==> src/rtl/spi_responder_pkg.sv <==
// Shared types and defaults for the SPI mode-0 responder.
// Holds the FSM state encoding and the default word and synchronizer sizes.
package spi_responder_pkg;

  typedef enum logic {
    IDLE   = 1'b0,
    ACTIVE = 1'b1
  } state_t;

  localparam int DATA_W_DEFAULT      = 8;
  localparam int SYNC_STAGES_DEFAULT = 2;

endpackage

==> src/rtl/spi_sync_edge.sv <==
// Brings one SPI pad into the clock domain and flags its edges.
// The edge pulses are registered one cycle after sync changes, so sync runs one cycle ahead of them; there is no backpressure.
module spi_sync_edge
  import spi_responder_pkg::*;
#(
  parameter int   STAGES  = SYNC_STAGES_DEFAULT,
  parameter logic RST_VAL = 1'b0
) (
  input  logic clock,
  input  logic reset,
  input  logic din,
  output logic sync,
  output logic rise,
  output logic fall
);

  logic [STAGES-1:0] chain;
  logic              prev;

  // Preset to the pad's idle level so reset release never fakes an edge.
  always_ff @(posedge clock or negedge reset) begin
    if (!reset) begin
      chain <= {STAGES{RST_VAL}};
      prev  <= RST_VAL;
      rise  <= 1'b0;
      fall  <= 1'b0;
    end else begin
      chain <= {chain[STAGES-2:0], din};
      prev  <= chain[STAGES-1];
      rise  <= chain[STAGES-1] & ~prev;
      fall  <= ~chain[STAGES-1] & prev;
    end
  end

  assign sync = chain[STAGES-1];

endmodule

==> src/rtl/spi_responder.sv <==
// SPI mode-0 responder with a one-word transmit buffer and a held receive word.
// A received word appears SYNC_STAGES+2 cycles after the last sclk rise; an unaccepted rx word drops the new one (overrun).
module spi_responder
  import spi_responder_pkg::*;
#(
  parameter int                DATA_W      = DATA_W_DEFAULT,
  parameter int                SYNC_STAGES = SYNC_STAGES_DEFAULT,
  parameter logic [DATA_W-1:0] DEFAULT_TX  = '0
) (
  input  logic              clock,
  input  logic              reset,
  input  logic              spi_cs_n,
  input  logic              spi_sclk,
  input  logic              spi_mosi,
  output logic              spi_miso,
  output logic              spi_miso_oe,
  input  logic [DATA_W-1:0] tx_data,
  input  logic              tx_valid,
  output logic              tx_ready,
  output logic [DATA_W-1:0] rx_data,
  output logic              rx_valid,
  input  logic              rx_ready,
  output logic              busy,
  output logic              overrun,
  output logic              underrun,
  input  logic              flags_clr
);

  localparam int              CNT_W = (DATA_W > 2) ? $clog2(DATA_W) : 1;
  localparam logic [CNT_W-1:0] LAST = CNT_W'(DATA_W - 1);

  logic cs_sync_unused, cs_rise, cs_fall;
  logic sclk_sync_unused, sclk_rise, sclk_fall;
  logic mosi_sync, mosi_rise_unused, mosi_fall_unused;

  spi_sync_edge #(.STAGES(SYNC_STAGES), .RST_VAL(1'b1)) u_cs_sync (
    .clock (clock),
    .reset (reset),
    .din   (spi_cs_n),
    .sync  (cs_sync_unused),
    .rise  (cs_rise),
    .fall  (cs_fall)
  );

  spi_sync_edge #(.STAGES(SYNC_STAGES), .RST_VAL(1'b0)) u_sclk_sync (
    .clock (clock),
    .reset (reset),
    .din   (spi_sclk),
    .sync  (sclk_sync_unused),
    .rise  (sclk_rise),
    .fall  (sclk_fall)
  );

  spi_sync_edge #(.STAGES(SYNC_STAGES), .RST_VAL(1'b0)) u_mosi_sync (
    .clock (clock),
    .reset (reset),
    .din   (spi_mosi),
    .sync  (mosi_sync),
    .rise  (mosi_rise_unused),
    .fall  (mosi_fall_unused)
  );

  state_t            state;
  logic [CNT_W-1:0]  bit_cnt;
  logic [DATA_W-1:0] tx_shift;
  logic [DATA_W-1:0] tx_buf;
  logic [DATA_W-2:0] rx_shift;
  logic [DATA_W-1:0] load_word;
  logic [DATA_W-1:0] rx_word;

  // tx_ready doubles as "buffer empty": an empty buffer shifts out DEFAULT_TX.
  assign load_word = tx_ready ? DEFAULT_TX : tx_buf;
  assign rx_word   = {rx_shift, mosi_sync};

  always_ff @(posedge clock or negedge reset) begin
    if (!reset) begin
      state       <= IDLE;
      bit_cnt     <= '0;
      tx_shift    <= '0;
      tx_buf      <= '0;
      rx_shift    <= '0;
      spi_miso    <= 1'b0;
      spi_miso_oe <= 1'b0;
      tx_ready    <= 1'b1;
      rx_data     <= '0;
      rx_valid    <= 1'b0;
      busy        <= 1'b0;
      overrun     <= 1'b0;
      underrun    <= 1'b0;
    end else begin
      if (tx_valid && tx_ready) begin
        tx_buf   <= tx_data;
        tx_ready <= 1'b0;
      end
      if (rx_valid && rx_ready) begin
        rx_valid <= 1'b0;
      end
      // Clear first so a set event later in this block takes priority.
      if (flags_clr) begin
        overrun  <= 1'b0;
        underrun <= 1'b0;
      end

      unique case (state)
        IDLE: begin
          if (cs_fall) begin
            state       <= ACTIVE;
            busy        <= 1'b1;
            spi_miso_oe <= 1'b1;
            bit_cnt     <= '0;
            tx_shift    <= load_word;
            spi_miso    <= load_word[DATA_W-1];
            if (tx_ready) begin
              underrun <= 1'b1;
            end else begin
              tx_ready <= 1'b1;
            end
          end
        end

        ACTIVE: begin
          // Deselect wins over a simultaneous sclk edge, so a closing sclk
          // fall never consumes the next buffered word.
          if (cs_rise) begin
            state       <= IDLE;
            busy        <= 1'b0;
            spi_miso_oe <= 1'b0;
            spi_miso    <= 1'b0;
            bit_cnt     <= '0;
          end else if (sclk_rise) begin
            rx_shift <= rx_word[DATA_W-2:0];
            if (bit_cnt == LAST) begin
              bit_cnt <= '0;
              if (!rx_valid || rx_ready) begin
                rx_data  <= rx_word;
                rx_valid <= 1'b1;
              end else begin
                overrun <= 1'b1;
              end
            end else begin
              bit_cnt <= bit_cnt + 1'b1;
            end
          end else if (sclk_fall) begin
            if (bit_cnt == '0) begin
              tx_shift <= load_word;
              spi_miso <= load_word[DATA_W-1];
              if (tx_ready) begin
                underrun <= 1'b1;
              end else begin
                tx_ready <= 1'b1;
              end
            end else begin
              tx_shift <= tx_shift << 1;
              spi_miso <= tx_shift[DATA_W-2];
            end
          end
        end

        default: state <= IDLE;
      endcase
    end
  end

endmodule

==> config.mk <==
export PLATFORM = sky130hd
export DESIGN_NAME = spi_responder
export DESIGN_NICKNAME = d
export VERILOG_FILES = /design/src/rtl/spi_responder_pkg.sv /design/src/rtl/spi_sync_edge.sv /design/src/rtl/spi_responder.sv
export SDC_FILE = /design/constraint.sdc
export NUM_CORES = 1
export LEC_CHECK = 0
export CORE_AREA = 8 8 72 74
export DETAILED_ROUTE_END_ITERATION = 8
export DIE_AREA = 0 0 80 82
export DONT_BUFFER_PORTS = 1
export PLACE_DENSITY = 0.68
export SLEW_MARGIN = 25
export SYNTH_ARGS = -nofsm -noshare
export SYNTH_HDL_FRONTEND = slang
export SYNTH_SLANG_ARGS = --single-unit
==> constraint.sdc <==
create_clock -name clock -period 2.9 [get_ports clock]
set_clock_uncertainty 0.1 [all_clocks]
set_input_delay 0.58 -clock clock [delete_from_list [all_inputs] [get_ports clock]]
set_output_delay 0.58 -clock clock [all_outputs]
set_load 0.02 [all_outputs]
==> results of run 1 <==
worst paths after layout:
check / from / to
worst max-delay path: state$_DFF_PN0_ / rx_data[2]$_DFFE_PN0P_
worst min-delay path: reset / tx_shift[4]$_DFFE_PN0P_
worst max register to register: state$_DFF_PN0_ / rx_data[2]$_DFFE_PN0P_
worst min register to register: u_sclk_sync.chain[0]$_DFF_PN0_ / u_sclk_sync.chain[1]$_DFF_PN0_
max in group asynchronous: reset / u_cs_sync.chain[0]$_DFF_PN1_
min in group clock: spi_cs_n / u_cs_sync.chain[0]$_DFF_PN1_
metal layers:
metal  global-route usage  vias up  share of wire
met5                    0        -              0
met4              0.03818        0         0.0075
met3              0.05033        3          0.078
met2               0.1916       31           0.49
met1               0.1357      602           0.42
li1                     -      565              -
per-stage QoR:
step                        util  cells  worst slack (ns)
after floorplan                -    158             1.367
after global placement    0.5151    202            0.9432
after detailed placement  0.5151    202            0.8612
after CTS                 0.5444    211            0.8619
after global routing      0.5468    212            0.7272
final                     0.5468    212            0.8522
registers in the layout, summed over array words and instances (netlist names), 2 cells and up:
signal,cells
tx_buf,8
rx_shift,7
bit_cnt,3
tx_shift,7
u_sclk_sync.chain,2
u_cs_sync.chain,2
u_mosi_sync.chain,2
rx_data,8
logic make-up after synthesis:
| family | Yosys count | synth area share |
|---|---|---|
| buffers and inverters | 16 | 0.04406 |
| and+or+nand+nor | 37 | 0.1069 |
| adders and majority gates | 3 | 0.01763 |
| muxes | 24 | 0.1263 |
| AOI/OAI and AO/OA | 26 | 0.09166 |
| DFF | 52 | 0.6134 |
power groups by stage:
| stage | clock network (W) | registers (W) | logic, W |
|---|---|---|---|
| 3_5_place_dp | 0 | 0.00109 | 0.000330 |
| 6_report | 0.000409 | 0.00107 | 0.000346 |
| 3_3_place_gp | 0 | 0.00108 | 0.000320 |
| 2_1_floorplan | 0 | 0.00103 | 0.000317 |
| 4_1_cts | 0.000425 | 0.00107 | 0.000347 |
| 5_1_grt | 0.000453 | 0.00110 | 0.000390 |
what timing repair did:
| action | CTS | global route |
|---|---|---|
| setup buffers | 0 | 0 |
| endpoints found under the hold margin | 48 | 2 |
| hold buffers | 1 | 1 |
| setup endpoints to repair | 0 | 0 |
cell usage in the layout (no fill, tap or decap), drive strengths merged:
cell type    Yosys  final
and2b            1      1
mux2            23     23
o211ai           6      6
clkinvlp         0      1
nand2            4      4
dlygate4sd3      0      1
dfrtp           48     48
o32ai            2      2
clkbuf           3      7
a32o             1      1
a21oi            1      1
o22ai            3      3
a22o             2      2
o2bb2ai          2      2
nand2b           3      3
ha               3      3
nor2b            7      7
a41o             1      1
a31oi            6      6
nor3b            2      2
buf              6      2
a32oi            1      1
nor4bb           1      1
a211oi           1      1
nand3            7      7
inv              7      7
dfstp            4      4
and3b            1      1
or2              2      2
mux2i            1      1
nor3             6      6
nor2             3      3
area by class of cell:
type / count / area share
Clock inverter: 1 / 0.003313
Timing Repair Buffer: 3 / 0.01988
Tap cell: 52 / 0.02871
Inverter: 7 / 0.01160
Multi-Input combinational cell: 90 / 0.3219
Clock buffer: 7 / 0.03810
Sequential cell: 52 / 0.5765
critical path, stage by stage (launching register included):
cell,delay (ns)
sky130_fd_sc_hd__dfrtp_1,0.67
sky130_fd_sc_hd__and3b_1,0.55
sky130_fd_sc_hd__nand3_2,0.28
sky130_fd_sc_hd__mux2_2,0.34
==> insert_results.sql, run 1 <==
INSERT INTO impl_metrics (metric_group, metric, value, unit) VALUES
('outcome', 'status', 'finished, final reports clean', ''),
('cells_and_area', 'multi_input_area', '729.5', 'um^2'),
('critical_path', 'r2r_cells', '3', ''),
('synth', 'ys_dominant_reg_cell', 'sky130_fd_sc_hd__dfrtp_1', ''),
('cells_and_area', 'n_antenna_cell', '0', ''),
('critical_path', 'critPathLaunchType', 'register', ''),
('power', 'power.density', '804.7', 'nW/um^2'),
('clock_tree', 'numCtsBuffers', '5', ''),
('die', 'core_region_area', '4144', 'um^2'),
('placement', 'dpl-instance-area', '2135', 'um^2'),
('global_route', 'grt_first_pass_wirelength', '6.030', 'mm'),
('cells_and_area', 'area_delta_synth_final', '6.404', '%'),
('synth', 'seq_area_frac_synth', '0.6134', ''),
('sta', 'grt_setup_unrepaired', 'false', ''),
('critical_path', 'critPathCaptureType', 'register', ''),
('detailed_routing', 'post_drt_wl_per_cell', '16.87', 'um'),
('critical_path', 'timing.setup.critical_path_class', 'register to register', ''),
('sta', 'worst_slew_margin_rel', '0.6409', ''),
('cells_and_area', 'seq_area', '1306', 'um^2'),
('cells_and_area', 'final.fill_count', '348', ''),
('cells_and_area', 'finalNetCount', '178', ''),
('detailed_routing', 'drt_pre_antenna_iters', '4', ''),
('global_route', 'grt_residual_overflow', '0', ''),
('die', 'floorplan_die_area', '6560', 'um^2'),
('power', 'sequentialPowerShare', '0.586', ''),
('clock_tree', 'cts.repair.resized', '0', ''),
('synth', 'synth.net_count', '177', ''),
('critical_path', 'timing.critical_path.fanout_max', '18', ''),
('global_route', 'groute.usage.overall', '0.1171', ''),
('synth', 'synth_most_common_cell', 'sky130_fd_sc_hd__dfrtp_1', ''),
('sta', 'period_share', '0.7061', ''),
('global_route', 'grt_start_max_net_pins', '49', ''),
('detailed_routing', 'drt-total-wl', '3.577', 'mm'),
('critical_path', 'critPathRequiredTime', '2.98', 'ns'),
('synth', 'post_synth_inst_count', '158', ''),
('critical_path', 'worst-endpoint-arrival', '2.13', 'ns'),
('synth', 'post-synth-top-area-cell', 'sky130_fd_sc_hd__dfrtp_1', ''),
('clock_tree', 'ctsHtreeMaxLevel', '2', ''),
('synth', 'synth_area_leaders', 'sky130_fd_sc_hd__dfrtp_1, sky130_fd_sc_hd__mux2_2, sky130_fd_sc_hd__dfstp_2, sky130_fd_sc_hd__o211ai_1, sky130_fd_sc_hd__nor2b_1', ''),
('global_route', 'antenna_found_initial', '0', ''),
('power', 'p_switching', '0.0005322', 'W'),
('synth', 'ys_top_cells_by_count', 'sky130_fd_sc_hd__dfrtp_1, sky130_fd_sc_hd__mux2_2, sky130_fd_sc_hd__inv_1, sky130_fd_sc_hd__nor2b_1', ''),
('clock_tree', 'cts.root.buffer_cell', 'sky130_fd_sc_hd__clkbuf_8', ''),
('die', 'chipHeight', '82', 'um'),
('detailed_routing', 'antenna_violating_nets_post_route', '0', ''),
('critical_path', 'r2r_setup_slack', '0.85', 'ns'),
('synth', 'synth-edff-count', '0', ''),
('run', 'cap_viol_max_count', '0', ''),
('cells_and_area', 'post-route-cell-area', '2266', 'um^2'),
('sta', 'fin_worst_hold_slack', '0.02031', 'ns'),
('sta', 'worst_slew_pin_slew', '0.5376', 'ns'),
('die', 'num_rows', '24', ''),
('placement', 'port-buffer-count', '0', ''),
('die', 'initial_utilization', '0.5139', ''),
('power', 'switching_share', '0.2919', ''),
('clock_tree', 'cts_max_path_buffers', '2', ''),
('synth', 'ys_seq_elements', '52', ''),
('cells_and_area', 'layout-drive-gt1-share', '0.2375', ''),
('synth', 'netlist_area', '2130', 'um^2'),
('die', 'die_w', '80', 'um'),
('sta', 'setup_tns', '0', 'ns'),
('detailed_routing', 'drtIter0Drc', '64', ''),
('clock_tree', 'tritoncts_clock_tree', 'done', ''),
('power', 'power.combinational.fraction', '0.190', ''),
('synth', 'yosys_warnings', '0', ''),
('sta', 'finalSetupViolations', '0', ''),
('synth', 'synth.distinct_cells', '34', ''),
('placement', 'hpwl', '2.559', 'mm'),
('sta', 'timing_max_transition_violations_final', '0', ''),
('synth', 'synth_area_per_cell', '13.48', 'um^2'),
('power', 'total_leakage_power', '1.006', 'nW');
Note: power is estimated with default switching activity, not from simulation.
==> inputs of run 2 (changes only) <==
PLACE_DENSITY = 0.71   (was 0.68)
clock period = 1.7 ns   (was 2.9 ns; I/O delays follow)
==> run 2 against run 1 <==
  * Critical path depth rose by 1
  * Combinational power is 93% higher
  * Clock power increased by 120%
  * Sequential power is 68% higher
  * Wire length increased by 5.1%
  * Non-clock buffer count increased by 10
  * First-iteration DRC count fell by 22%
  * Power increased by 84%
  * Register-to-register slack got worse by 0.73 ns
  * Global-route usage up 0.73 points
  * Count of clock-buffer cells in the layout did not move
  * Final area rose by 5.5%
==> insert_results.sql, run 2 (same netlist as run 1, synthesis figures left out) <==
INSERT INTO impl_metrics (metric_group, metric, value, unit) VALUES
('global_route', 'first_global_vias', '1315', ''),
('critical_path', 'crit-reg2reg-launch', 'bit_cnt[0]$_DFFE_PN0P_', ''),
('detailed_routing', 'drtIter0Drc', '50', ''),
('die', 'floorplan_die_area', '6560', 'um^2'),
('critical_path', 'worst-endpoint-arrival', '1.67', 'ns'),
('detailed_routing', 'antenna_violating_nets_post_route', '0', ''),
('outcome', 'status', 'finished, final reports clean', ''),
('global_route', 'groute.usage.overall', '0.1244', ''),
('cells_and_area', 'n_antenna_cell', '0', ''),
('placement', 'place.gp.congestion', '0.8448', ''),
('placement', 'hpwl', '2.728', 'mm'),
('die', 'die_w', '80', 'um'),
('die', 'initial_utilization', '0.5139', ''),
('critical_path', 'path_common_cell', 'sky130_fd_sc_hd__ha_1', ''),
('hold_path', 'hold_path_depth', '1', ''),
('critical_path', 'critPathLaunchType', 'register', ''),
('clock_tree', 'insertion_delay', '0.30', 'ns'),
('sta', 'setup_tns', '0', 'ns'),
('critical_path', 'cp.buffers_inverters', '0', ''),
('cells_and_area', 'finish.utilization', '0.5770', ''),
('hold_path', 'worst_hold_startpoint', 'tx_data[0]', ''),
('detailed_routing', 'drt-total-wl', '3.758', 'mm'),
('global_route', 'grt_start_max_net_pins', '53', ''),
('critical_path', 'r2r_cells', '4', ''),
('power', 'irDropWorstVdd', '0.0007385', 'V'),
('placement', 'port-buffer-count', '0', ''),
('global_route', 'grt_first_pass_wirelength', '6.285', 'mm'),
('detailed_routing', 'drt_pre_antenna_iters', '4', ''),
('critical_path', 'critPathCaptureType', 'register', ''),
('critical_path', 'critical_path.top_delay_family', 'adder cells', ''),
('sta', 'timing_max_transition_violations_final', '0', ''),
('cells_and_area', 'layout.cells.most_common', 'sky130_fd_sc_hd__dfrtp_1', ''),
('critical_path', 'worst_r2r_endpoint', 'rx_data[1]$_DFFE_PN0P_', ''),
('clock_tree', 'clock_sink_count', '52', ''),
('clock_tree', 'cts.root.buffer_cell', 'sky130_fd_sc_hd__clkbuf_8', ''),
('detailed_routing', 'post-route-drc-count', '0', ''),
('hold_path', 'min_to', 'tx_buf[0]$_DFFE_PN0P_', ''),
('cells_and_area', 'layout_common_cells', 'sky130_fd_sc_hd__dfrtp_1, sky130_fd_sc_hd__mux2_2', ''),
('placement', 'preCtsSetupSlack', '0.06888', 'ns'),
('die', 'core_region_area', '4144', 'um^2'),
('die', 'chipHeight', '82', 'um'),
('power', 'total_leakage_power', '1.073', 'nW'),
('cells_and_area', 'finalNetCount', '188', ''),
('cells_and_area', 'reg.largest.list', 'rx_data (8), tx_buf (8)', ''),
('sta', 'fin_worst_hold_slack', '0.08249', 'ns'),
('critical_path', 'timing.critical_path.fanout_max', '8', ''),
('sta', 'finalWorstSetupSlack', '0.1207', 'ns'),
('detailed_routing', 'dr_total_vias', '1247', ''),
('global_route', 'antenna_found_initial', '0', ''),
('critical_path', 'critPathRequiredTime', '1.79', 'ns'),
('hold_path', 'worstHoldPathType', 'input pin to register', ''),
('cells_and_area', 'area_delta_synth_final', '12.28', '%'),
('critical_path', 'cpPeakStageDelay', '0.42', 'ns'),
('sta', 'grt_setup_unrepaired', 'false', ''),
('sta', 'worst_slew_margin_rel', '0.7140', ''),
('sta', 'period_share', '0.9290', ''),
('sta', 'final_hold_violation_count', '0', ''),
('critical_path', 'r2r_setup_slack', '0.12', 'ns'),
('critical_path', 'critical_path.slowest_cell', 'sky130_fd_sc_hd__dfrtp_1', ''),
('clock_tree', 'clkSlewWorstSetupHoldPaths', '0.09', 'ns'),
('die', 'ioPinCount', '31', ''),
('sta', 'max_freq', '633.2', 'MHz'),
('critical_path', 'cp_cell_sequence', 'ha_1 -> ha_1 -> nand3_4 -> mux2_2', ''),
('sta', 'worst_slew_pin_slew', '0.4291', 'ns'),
('cells_and_area', 'layout-drive-gt1-share', '0.2647', ''),
('die', 'num_rows', '24', ''),
('sta', 'fin_crit', '1.579', 'ns'),
('power', 'power.density', '1404', 'nW/um^2'),
('sta', 'finalSetupViolations', '0', ''),
('global_route', 'grt_residual_overflow', '0', ''),
('detailed_routing', 'viasPerCell', '5.617', ''),
('critical_path', 'timing.setup.critical_path_class', 'register to register', ''),
('run', 'cap_viol_max_count', '0', ''),
('detailed_routing', 'post_drt_wl_per_cell', '16.93', 'um'),
('clock_tree', 'numCtsBuffers', '5', ''),
('clock_tree', 'tritoncts_clock_tree', 'done', ''),
('clock_tree', 'ctsHtreeMaxLevel', '2', ''),
('clock_tree', 'cts_max_path_buffers', '2', '');
-- run 2: worst max-delay path by stage --
stage                                 from                      end  slack [ns]  depth (start not counted)
finish              bit_cnt[0]$_DFFE_PN0P_   rx_data[1]$_DFFE_PN0P_        0.12                          4
global route               state$_DFF_PN0_  rx_shift[1]$_DFFE_PN0P_        0.02                          3
CTS                 bit_cnt[0]$_DFFE_PN0P_   rx_data[1]$_DFFE_PN0P_        0.06                          4
detailed placement  bit_cnt[0]$_DFFE_PN0P_   rx_data[1]$_DFFE_PN0P_        0.07                          4
global placement    bit_cnt[0]$_DFFE_PN0P_   rx_data[5]$_DFFE_PN0P_        0.13                          4
floorplan                  state$_DFF_PN0_       underrun$_DFF_PN0_        0.17                          6
-- run 2: layout make-up --
type                    count  area, um^2
fillers                   344        1753
multi-input cells          90       737.0
clock inverters             1       30.03
repair buffers             13       130.1
clock buffers               7       96.34
inverters                   7       26.28
flip-flops and latches     52        1306
well taps                  52       65.06
-- run 2: power by group --
part           switching (W)  total [W]  internal [W]
Clock               0.000375   0.000894      0.000519
Combinational       0.000309   0.000667      0.000358
Sequential          0.000246    0.00180       0.00155
-- run 2: per-stage QoR --
step,instances,total power [W],instance area [um^2]
floorplan,158,0.002290,2130
global placement,208,0.002401,2180
detailed placement,208,0.002457,2180
CTS,222,0.003404,2384
global route,222,0.003545,2391
finish,222,0.003357,2391
-- run 2: what timing repair did --
item / CTS / global route
hold buffers: 6 / 0
hold endpoints to repair: 56 / 0
buffers inserted: 0 / 0
gates resized for setup: 0 / 1
setup endpoints to repair: 0 / 1
-- run 2: per-layer routing --
layer  routed length [um]  track usage  up-vias
met5                    0            0        -
met4                   56      0.05455        0
li1                     -            -      594
met1                 1634       0.1464      625
met3                  217      0.04705        6
met2                 1850       0.1997       22
-- run 2: worst reg2reg max path: cells and delay by family (launching register included) --
| family | cells | cell delay (ns) |
|---|---|---|
| adders and majority gates | 2 | 0.47 |
| DFF | 1 | 0.42 |
| muxes | 1 | 0.35 |
| and+or+nand+nor | 1 | 0.14 |
==> inputs of run 3 (changes only) <==
GPL_ROUTABILITY_DRIVEN = 0   (was unset)
==> results of run 3 <==
Same layout as run 2: the final DEF is identical, and so are final timing and power.
